==> src/rtl/reg_bank_arbiter_if.sv <==
// Request/response and register-bank signals shared by the two requesters,
// the bank arbiter and the tri-state register bank.
interface reg_bank_arbiter_if #(
  parameter int NrOfBits = 32,
  parameter int NrOfRegs = 8,
  parameter int AddrBits = 3
);
  logic                req0;
  logic                we0;
  logic [AddrBits-1:0] addr0;
  logic [NrOfBits-1:0] wdata0;
  logic                req1;
  logic                we1;
  logic [AddrBits-1:0] addr1;
  logic [NrOfBits-1:0] wdata1;
  logic                gnt0;
  logic                gnt1;
  logic                done0;
  logic                done1;
  logic [NrOfBits-1:0] rdata;
  logic [NrOfRegs-1:0] reg_en;
  logic [NrOfRegs-1:0] reg_cs;
  logic [NrOfBits-1:0] reg_d;
  logic [NrOfBits-1:0] bus_q;

  // Requesters plus the register bank (the bank drives bus_q)
  modport master (
    output req0, we0, addr0, wdata0,
    output req1, we1, addr1, wdata1,
    output bus_q,
    input  gnt0, gnt1, done0, done1, rdata,
    input  reg_en, reg_cs, reg_d
  );

  modport slave (
    input  req0, we0, addr0, wdata0,
    input  req1, we1, addr1, wdata1,
    input  bus_q,
    output gnt0, gnt1, done0, done1, rdata,
    output reg_en, reg_cs, reg_d
  );
endinterface

==> src/rtl/reg_bank_arbiter.sv <==
// Round-robin arbiter sharing one tri-state register bank between a CPU port (0)
// and a debug/loader port (1); each access runs grant -> strobe -> response.
module reg_bank_arbiter #(
  parameter int NrOfBits = 32,
  parameter int NrOfRegs = 8,
  parameter int AddrBits = 3
) (
  input logic               i_clk,
  input logic               i_rst,
  reg_bank_arbiter_if.slave bus
);

  typedef enum logic [1:0] {
    ST_IDLE   = 2'd0,
    ST_GRANT  = 2'd1,
    ST_ACCESS = 2'd2,
    ST_RESP   = 2'd3
  } state_t;

  state_t              r_state;
  logic                r_last_grant;
  logic                r_id;
  logic                r_we;
  logic [AddrBits-1:0] r_addr;
  logic [NrOfBits-1:0] r_wdata;
  logic                r_gnt0;
  logic                r_gnt1;
  logic                r_done0;
  logic                r_done1;
  logic [NrOfBits-1:0] r_rdata;
  logic [NrOfRegs-1:0] r_reg_en;
  logic [NrOfRegs-1:0] r_reg_cs;
  logic [NrOfBits-1:0] r_reg_d;

  logic                w_any_req;
  logic                w_pick1;
  logic [NrOfRegs-1:0] w_sel;

  // One-hot register select; an index beyond the bank selects nothing.
  function automatic logic [NrOfRegs-1:0] f_decode(input logic [AddrBits-1:0] addr);
    logic [NrOfRegs-1:0] v;
    v = '0;
    for (int i = 0; i < NrOfRegs; i++) begin
      if (addr == AddrBits'(i)) begin
        v[i] = 1'b1;
      end else begin
        v[i] = 1'b0;
      end
    end
    return v;
  endfunction

  // Arbitration: on a tie the port not granted last wins
  always_comb begin
    w_any_req = bus.req0 | bus.req1;
    w_pick1   = bus.req1 & (~bus.req0 | ~r_last_grant);
    w_sel     = f_decode(r_addr);
  end

  // Transaction sequencer with registered handshake and bank-strobe outputs
  always_ff @(posedge i_clk) begin
    if (i_rst) begin
      r_state      <= ST_IDLE;
      r_last_grant <= 1'b1;
      r_id         <= 1'b0;
      r_we         <= 1'b0;
      r_addr       <= '0;
      r_wdata      <= '0;
      r_gnt0       <= 1'b0;
      r_gnt1       <= 1'b0;
      r_done0      <= 1'b0;
      r_done1      <= 1'b0;
      r_rdata      <= '0;
      r_reg_en     <= '0;
      r_reg_cs     <= '1;
      r_reg_d      <= '0;
    end else begin
      case (r_state)
        ST_IDLE: begin
          if (w_any_req) begin
            r_id         <= w_pick1;
            r_last_grant <= w_pick1;
            r_we         <= w_pick1 ? bus.we1    : bus.we0;
            r_addr       <= w_pick1 ? bus.addr1  : bus.addr0;
            r_wdata      <= w_pick1 ? bus.wdata1 : bus.wdata0;
            r_gnt0       <= ~w_pick1;
            r_gnt1       <= w_pick1;
            r_state      <= ST_GRANT;
          end else begin
            r_state      <= ST_IDLE;
          end
        end
        ST_GRANT: begin
          r_gnt0 <= 1'b0;
          r_gnt1 <= 1'b0;
          // Strobes are registered here so they are high for exactly the ACCESS cycle
          if (r_we) begin
            r_reg_en <= w_sel;
            r_reg_d  <= r_wdata;
          end else begin
            r_reg_cs <= ~w_sel;
          end
          r_state <= ST_ACCESS;
        end
        ST_ACCESS: begin
          r_reg_en <= '0;
          r_reg_cs <= '1;
          r_reg_d  <= '0;
          if (!r_we && (|w_sel)) begin
            r_rdata <= bus.bus_q;
          end else begin
            r_rdata <= '0;
          end
          r_done0 <= ~r_id;
          r_done1 <= r_id;
          r_state <= ST_RESP;
        end
        ST_RESP: begin
          r_done0 <= 1'b0;
          r_done1 <= 1'b0;
          r_state <= ST_IDLE;
        end
        default: begin
          r_gnt0   <= 1'b0;
          r_gnt1   <= 1'b0;
          r_done0  <= 1'b0;
          r_done1  <= 1'b0;
          r_reg_en <= '0;
          r_reg_cs <= '1;
          r_reg_d  <= '0;
          r_state  <= ST_IDLE;
        end
      endcase
    end
  end

  assign bus.gnt0   = r_gnt0;
  assign bus.gnt1   = r_gnt1;
  assign bus.done0  = r_done0;
  assign bus.done1  = r_done1;
  assign bus.rdata  = r_rdata;
  assign bus.reg_en = r_reg_en;
  assign bus.reg_cs = r_reg_cs;
  assign bus.reg_d  = r_reg_d;

endmodule
==> src/flat_wrapper.sv <==
// flat-port wrapper written by rule: the top's interface ports become plain ports
module reg_bank_arbiter_flat 
#(
  parameter int NrOfBits = 32,
  parameter int NrOfRegs = 8,
  parameter int AddrBits = 3
)
  (i_clk, i_rst, bus_req0, bus_we0, bus_addr0, bus_wdata0, bus_req1, bus_we1, bus_addr1, bus_wdata1, bus_bus_q, bus_gnt0, bus_gnt1, bus_done0, bus_done1, bus_rdata, bus_reg_en, bus_reg_cs, bus_reg_d);
  reg_bank_arbiter_if #(.NrOfBits(NrOfBits), .NrOfRegs(NrOfRegs), .AddrBits(AddrBits)) bus_i ();
  input logic i_clk;
  input logic i_rst;
  input wire logic [$bits(bus_i.req0)-1:0] bus_req0;
  input wire logic [$bits(bus_i.we0)-1:0] bus_we0;
  input wire logic [$bits(bus_i.addr0)-1:0] bus_addr0;
  input wire logic [$bits(bus_i.wdata0)-1:0] bus_wdata0;
  input wire logic [$bits(bus_i.req1)-1:0] bus_req1;
  input wire logic [$bits(bus_i.we1)-1:0] bus_we1;
  input wire logic [$bits(bus_i.addr1)-1:0] bus_addr1;
  input wire logic [$bits(bus_i.wdata1)-1:0] bus_wdata1;
  input wire logic [$bits(bus_i.bus_q)-1:0] bus_bus_q;
  output wire logic [$bits(bus_i.gnt0)-1:0] bus_gnt0;
  output wire logic [$bits(bus_i.gnt1)-1:0] bus_gnt1;
  output wire logic [$bits(bus_i.done0)-1:0] bus_done0;
  output wire logic [$bits(bus_i.done1)-1:0] bus_done1;
  output wire logic [$bits(bus_i.rdata)-1:0] bus_rdata;
  output wire logic [$bits(bus_i.reg_en)-1:0] bus_reg_en;
  output wire logic [$bits(bus_i.reg_cs)-1:0] bus_reg_cs;
  output wire logic [$bits(bus_i.reg_d)-1:0] bus_reg_d;
  assign bus_i.req0 = bus_req0;
  assign bus_i.we0 = bus_we0;
  assign bus_i.addr0 = bus_addr0;
  assign bus_i.wdata0 = bus_wdata0;
  assign bus_i.req1 = bus_req1;
  assign bus_i.we1 = bus_we1;
  assign bus_i.addr1 = bus_addr1;
  assign bus_i.wdata1 = bus_wdata1;
  assign bus_i.bus_q = bus_bus_q;
  assign bus_gnt0 = bus_i.gnt0;
  assign bus_gnt1 = bus_i.gnt1;
  assign bus_done0 = bus_i.done0;
  assign bus_done1 = bus_i.done1;
  assign bus_rdata = bus_i.rdata;
  assign bus_reg_en = bus_i.reg_en;
  assign bus_reg_cs = bus_i.reg_cs;
  assign bus_reg_d = bus_i.reg_d;
  reg_bank_arbiter #(.NrOfBits(NrOfBits), .NrOfRegs(NrOfRegs), .AddrBits(AddrBits)) u_core (.i_clk(i_clk), .i_rst(i_rst), .bus(bus_i));
endmodule
==> config.mk <==
export PLATFORM = sky130hd
export DESIGN_NAME = reg_bank_arbiter_flat
export DESIGN_NICKNAME = d
export VERILOG_FILES = /design/src/rtl/reg_bank_arbiter_if.sv /design/src/rtl/reg_bank_arbiter.sv /design/src/flat_wrapper.sv
export SDC_FILE = /design/constraint.sdc
export NUM_CORES = 1
export LEC_CHECK = 0
export ABC_AREA = 1
export CAP_MARGIN = 40
export CORE_ASPECT_RATIO = 1.25
export CORE_MARGIN = 2
export CORE_UTILIZATION = 35
export DETAILED_ROUTE_END_ITERATION = 10
export GPL_TIMING_DRIVEN = 0
export HOLD_SLACK_MARGIN = 0.08
export MAX_ROUTING_LAYER = met4
export PLACE_DENSITY_LB_ADDON = 0.12
export SYNTH_ARGS = -nofsm -noshare
export SYNTH_HDL_FRONTEND = slang
export SYNTH_SLANG_ARGS = --single-unit
export TNS_END_PERCENT = 1
==> constraint.sdc <==
create_clock -name i_clk -period 2.98 [get_ports i_clk]
set_input_delay 0.745 -clock i_clk [delete_from_list [all_inputs] [get_ports i_clk]]
set_output_delay 0.745 -clock i_clk [all_outputs]
set_load 0.01 [all_outputs]
======== After elaboration in Yosys (flattened, before gate mapping) ========
Index checks and enable logic that the tools add are counted.
word-level totals
  bits of input ports ..................... 108
  register bits after elaboration ......... 124
  logic and storage cells ................. 73
  output and inout bits ................... 84
cells by class
  multiplexer cells ....................... 26
  reductions and logical operators ........ 12
  equal/unequal tests ..................... 13
  bitwise logic cells ..................... 8
operator list
  kind                                                                      count
  32-bit 2-to-1 mux                                                         3
  32-bit case mux with 2 select lines                                       1
  8-bit case mux with 2 select lines                                        2
  8-bit 2-to-1 mux                                                          2
  3-bit equality test (second input constant)                               4
  1-bit 2-to-1 mux                                                          12
  8-bit inverter                                                            1
  1-bit case mux with 2 select lines                                        4
  2-bit case mux with 4 select lines                                        1
  2-bit AND reduction                                                       4
  8-bit OR reduction                                                        1
  3-bit by 2-bit equality test with 1-bit output (second input constant)    2
  2-bit nonzero test                                                        3
  2-bit equality test (second input constant)                               2
  2-bit by 1-bit inequality test with 1-bit output (second input constant)  2
  1-bit inverter                                                            4
  3-bit by 1-bit equality test with 1-bit output (second input constant)    1
  3-bit logical NOT                                                         1
  3-bit 2-to-1 mux                                                          1
  2-bit by 1-bit equality test with 1-bit output (second input constant)    1
  2-bit logical NOT                                                         1
  2-bit inequality test (second input constant)                             1
  1-bit bitwise OR                                                          2
  1-bit bitwise AND                                                         1
  other kinds (2)                                                           2

======== Logic depth before layout (Yosys ltp) ========
  depth in word-level cells ............... 6
  gate-level depth with buffers ........... 9
  mapped depth without buffers ............ 8

======== Worst setup path before layout ========
No wires, ideal clock.
  path kind ............................... in2reg
  start point ............................. input i_rst
  end point ............................... register u_core.r_state[0]
  slack ................................... 1440 ps
  stages .................................. 4
  buffers on the path ..................... 3
  arrival ................................. 1403 ps
  cells stage by stage .................... buf_2 buf_2 clkbuf_1 a21oi_1
RTL lines
  what                  RTL line                source
  start, declared       flat_wrapper.sv:11      input logic i_rst;
  end signal, assigned  reg_bank_arbiter.sv:63  r_state <= ST_IDLE;
  end signal, assigned  reg_bank_arbiter.sv:88  r_state <= ST_GRANT;
  end signal, assigned  reg_bank_arbiter.sv:90  r_state <= ST_IDLE;
  end, declared         reg_bank_arbiter.sv:20  state_t r_state;
No word-level cell between the ends.

======== Final worst setup path ========
  start point ............................. register u_core.r_reg_d[3], in the netlist u_core.bus.reg_d[3]
  end point ............................... output bus_reg_d[3]
RTL lines
  what                    RTL line                source
  start, declared         reg_bank_arbiter.sv:33  logic [NrOfBits-1:0] r_reg_d;
  start signal, assigned  reg_bank_arbiter.sv:99  r_reg_d <= r_wdata;
  end, declared           flat_wrapper.sv:28      output wire logic [$bits(bus_i.reg_d)-1:0] bus_reg_d;
No word-level cell between the ends.

==> impl_metrics.env <==
export IMPL_slew_limit_headroom_pct=60.1
export IMPL_numClockSinks=124
export IMPL_finalHoldViolCount=0
export IMPL_die_h_um=139
export IMPL_dp_hpwl_um=11000
export IMPL_syn_instance_count=722
export IMPL_end_kind="primary output"
export IMPL_place_gp_congestion=0.809
export IMPL_synth_seq_cells=124
export IMPL_power_per_cell_area_mw_per_mm2=663
export IMPL_cts_hold_buf=0
export IMPL_hold_worst_slack_ns=0.458
export IMPL_route_vias_total=5050
export IMPL_fin_skew_ns=0.00783
export IMPL_grt_antenna_before_repair=0
export IMPL_rsz0062_at_grt="no"
export IMPL_syn_to_final_growth_pct=53.3
export IMPL_finalWorstPathRequiredPeriod_ns=2.07
export IMPL_slowest_delay_ns=0.56
export IMPL_wl_per_cell_um=13.2
export IMPL_crit_required_ns=2.24
export IMPL_coreArea_mm2=0.0143
export IMPL_worst_path_max_fanout=2
export IMPL_drc=0
export IMPL_overflow=0
export IMPL_layout_nets=1043
export IMPL_maxCapViolCount=0
export IMPL_dpl_instance_area_mm2=0.00720
export IMPL_cp_start_kind="flop"
export IMPL_crit_slowest_cell="clkdlybuf4s50_1"
export IMPL_grt_pass1_vias=4875
export IMPL_clockBufferDepth=2
export IMPL_hp_class="reg2reg"
export IMPL_cp_cell_sequence="clkdlybuf4s50_1"
export IMPL_syn_area_mm2=0.00507
export IMPL_cts_made_buffers=17
export IMPL_fin_area_mm2=0.00778
export IMPL_ant_nets=0
export IMPL_port_buffer_count=190
export IMPL_post_cts_buffers=0
export IMPL_path_buf_inv=1
export IMPL_start_util_pct=35.5
export IMPL_grt_usage_pct=19.9
export IMPL_row_count=49
export IMPL_maxSlewViolCount=0
export IMPL_cts_max_level=4
export IMPL_diodes=0
export IMPL_drt_iter0_markers=246
export IMPL_post_cts_resized=0
export IMPL_vias_per_cell=4.50
export IMPL_vdd_drop_max_mv=0.346
export IMPL_clk_pin_slew_ns=0.06
export IMPL_pin_count=192
export IMPL_fmax_mhz=483
export IMPL_fin_crit_sh_pct=69.5
export IMPL_p_leak_nw=3.17
export IMPL_insertion_delay_ns=0.40
export IMPL_cts_root_buffer="clkbuf_16"
export IMPL_dieArea_mm2=0.0155
export IMPL_drtPass1Iterations=4
export IMPL_criticalPathCategory="reg2out"
export IMPL_avgSynthCellArea_um2=7.03
export IMPL_grt_pass1_wl_um=24200
export IMPL_utilization_pct=54.4
export IMPL_cp_arrival_ns=1.33
export IMPL_setup_violations=0
export IMPL_yosys_warnings=0
export IMPL_crit_family="buffers and inverters"
export IMPL_wl_um=14800
export IMPL_final_layout_size_suffix_gt1_share_pct=6.89
export IMPL_synth_distinct_cells=20
export IMPL_die_x_um=112
export IMPL_yosysSeqAreaShare_pct=48.9
export IMPL_nFillCells=1451
export IMPL_cts_tree="yes"
export IMPL_tightest_slew_ns=0.593
export IMPL_tns_ns=0
export IMPL_syn_num_nets=834
export IMPL_status="completed"
export IMPL_grt_max_degree=17
## stage by stage
| stage | instances | power (mW) | setup slack (ns) |
|---|---|---|---|
| 2_1_floorplan | 722 | 2.67 | 1.44 |
| 3_3_place_gp | 1090 | 3.20 | 0.722 |
| 3_5_place_dp | 1090 | 3.20 | 0.718 |
| 4_1_cts | 1121 | 5.22 | 0.890 |
| 5_1_grt | 1121 | 5.46 | 0.843 |
| 6_report | 1121 | 5.16 | 0.908 |
## registers in the layout, indices dropped and copies added (netlist names)
signal and count:
u_core.bus.rdata 32, u_core.bus.gnt0 1, u_core.bus.reg_en 8, u_core.r_id 1, u_core.r_we 1, u_core.bus.done1 1, u_core.bus.done0 1, u_core.r_addr 3
u_core.bus.reg_d 32, u_core.r_last_grant 1, u_core.bus.reg_cs 8, u_core.r_state 2, u_core.bus.gnt1 1, u_core.r_wdata 32
## logic make-up (layout without fill, tap and decap cells)
kind of cell | Yosys count | count (layout) | synth area share (%)
buf+inv | 95 | 316 | 8.36
compound gates | 119 | 119 | 11.7
flops | 124 | 124 | 48.9
simple gates | 380 | 380 | 30.0
fa+ha+maj | 4 | 4 | 0.986
## cell type report
type	count	area [um^2]	area share, %
flip-flops and latches	124	2480	31.9
repair buffers	190	1900	24.5
plain buffers	45	236	3.04
well taps	178	223	2.86
inverters	50	188	2.41
multi-input cells	503	2170	27.9
clock inverters	10	118	1.51
clock buffers	21	460	5.92
## cells in the final DEF, fill, tap and decap left out, drive strengths merged
cell type        n
dfxtp          124
buf             28
clkinv           6
a21oi           79
nand4            1
nor2           119
inv             48
ha               4
o21ai           40
clkinvlp         4
nand2          207
nor3             3
bufinv           2
or2              1
nand3           49
clkdlybuf4s50  190
clkbuf          38
## layer usage
metal | track usage, % | routed length [um] | vias to the layer above | part of all wire [%]
met4 | 5.78 | 80 | 0 | 0.54
met1 | 23.8 | 6550 | 2203 | 44
met5 | - | 0 | - | 0
met2 | 33.4 | 7300 | 149 | 49
li1 | - | - | 2694 | -
met3 | 4.76 | 823 | 4 | 5.6
## cell usage after synthesis
cell | number | area (um^2)
o21ai_0 | 34 | 170
clkinv_1 | 2 | 7.51
nand2_1 | 205 | 769
inv_1 | 46 | 173
dfxtp_1 | 124 | 2480
or2_2 | 1 | 6.26
a21oi_1 | 79 | 395
nor2_1 | 116 | 435
buf_4 | 13 | 97.6
buf_2 | 15 | 75.1
o21ai_1 | 6 | 30.0
inv_2 | 2 | 7.51
nand2_2 | 2 | 12.5
clkbuf_1 | 17 | 63.8
nor2_2 | 2 | 12.5
nand3_1 | 49 | 245
nor3_1 | 3 | 15.0
nand4_1 | 1 | 6.26
nor2_8 | 1 | 20.0
ha_1 | 4 | 50.1
## final timing paths
check | from | cells past startpoint | slack [ns] | end
setup / recovery | u_core.bus.reg_d[3] | 1 | 0.91 | bus_reg_d[3]
hold / removal | u_core.bus.reg_d[21] | 2 | 0.46 | u_core.bus.reg_d[21]
setup reg to reg | u_core.r_state[1] | 7 | 1.35 | u_core.bus.reg_d[26]
hold reg to reg | u_core.bus.reg_d[21] | 2 | 0.46 | u_core.bus.reg_d[21]
## where the power goes
group | leakage, nW | switching [mW] | internal (mW)
combinational | 1.88 | 0.654 | 0.539
clock | 0.271 | 0.732 | 1.27
sequential | 1.01 | 0.106 | 1.86
total | 3.17 | 1.49 | 3.66
Note: power is estimated with default switching activity, not from simulation.
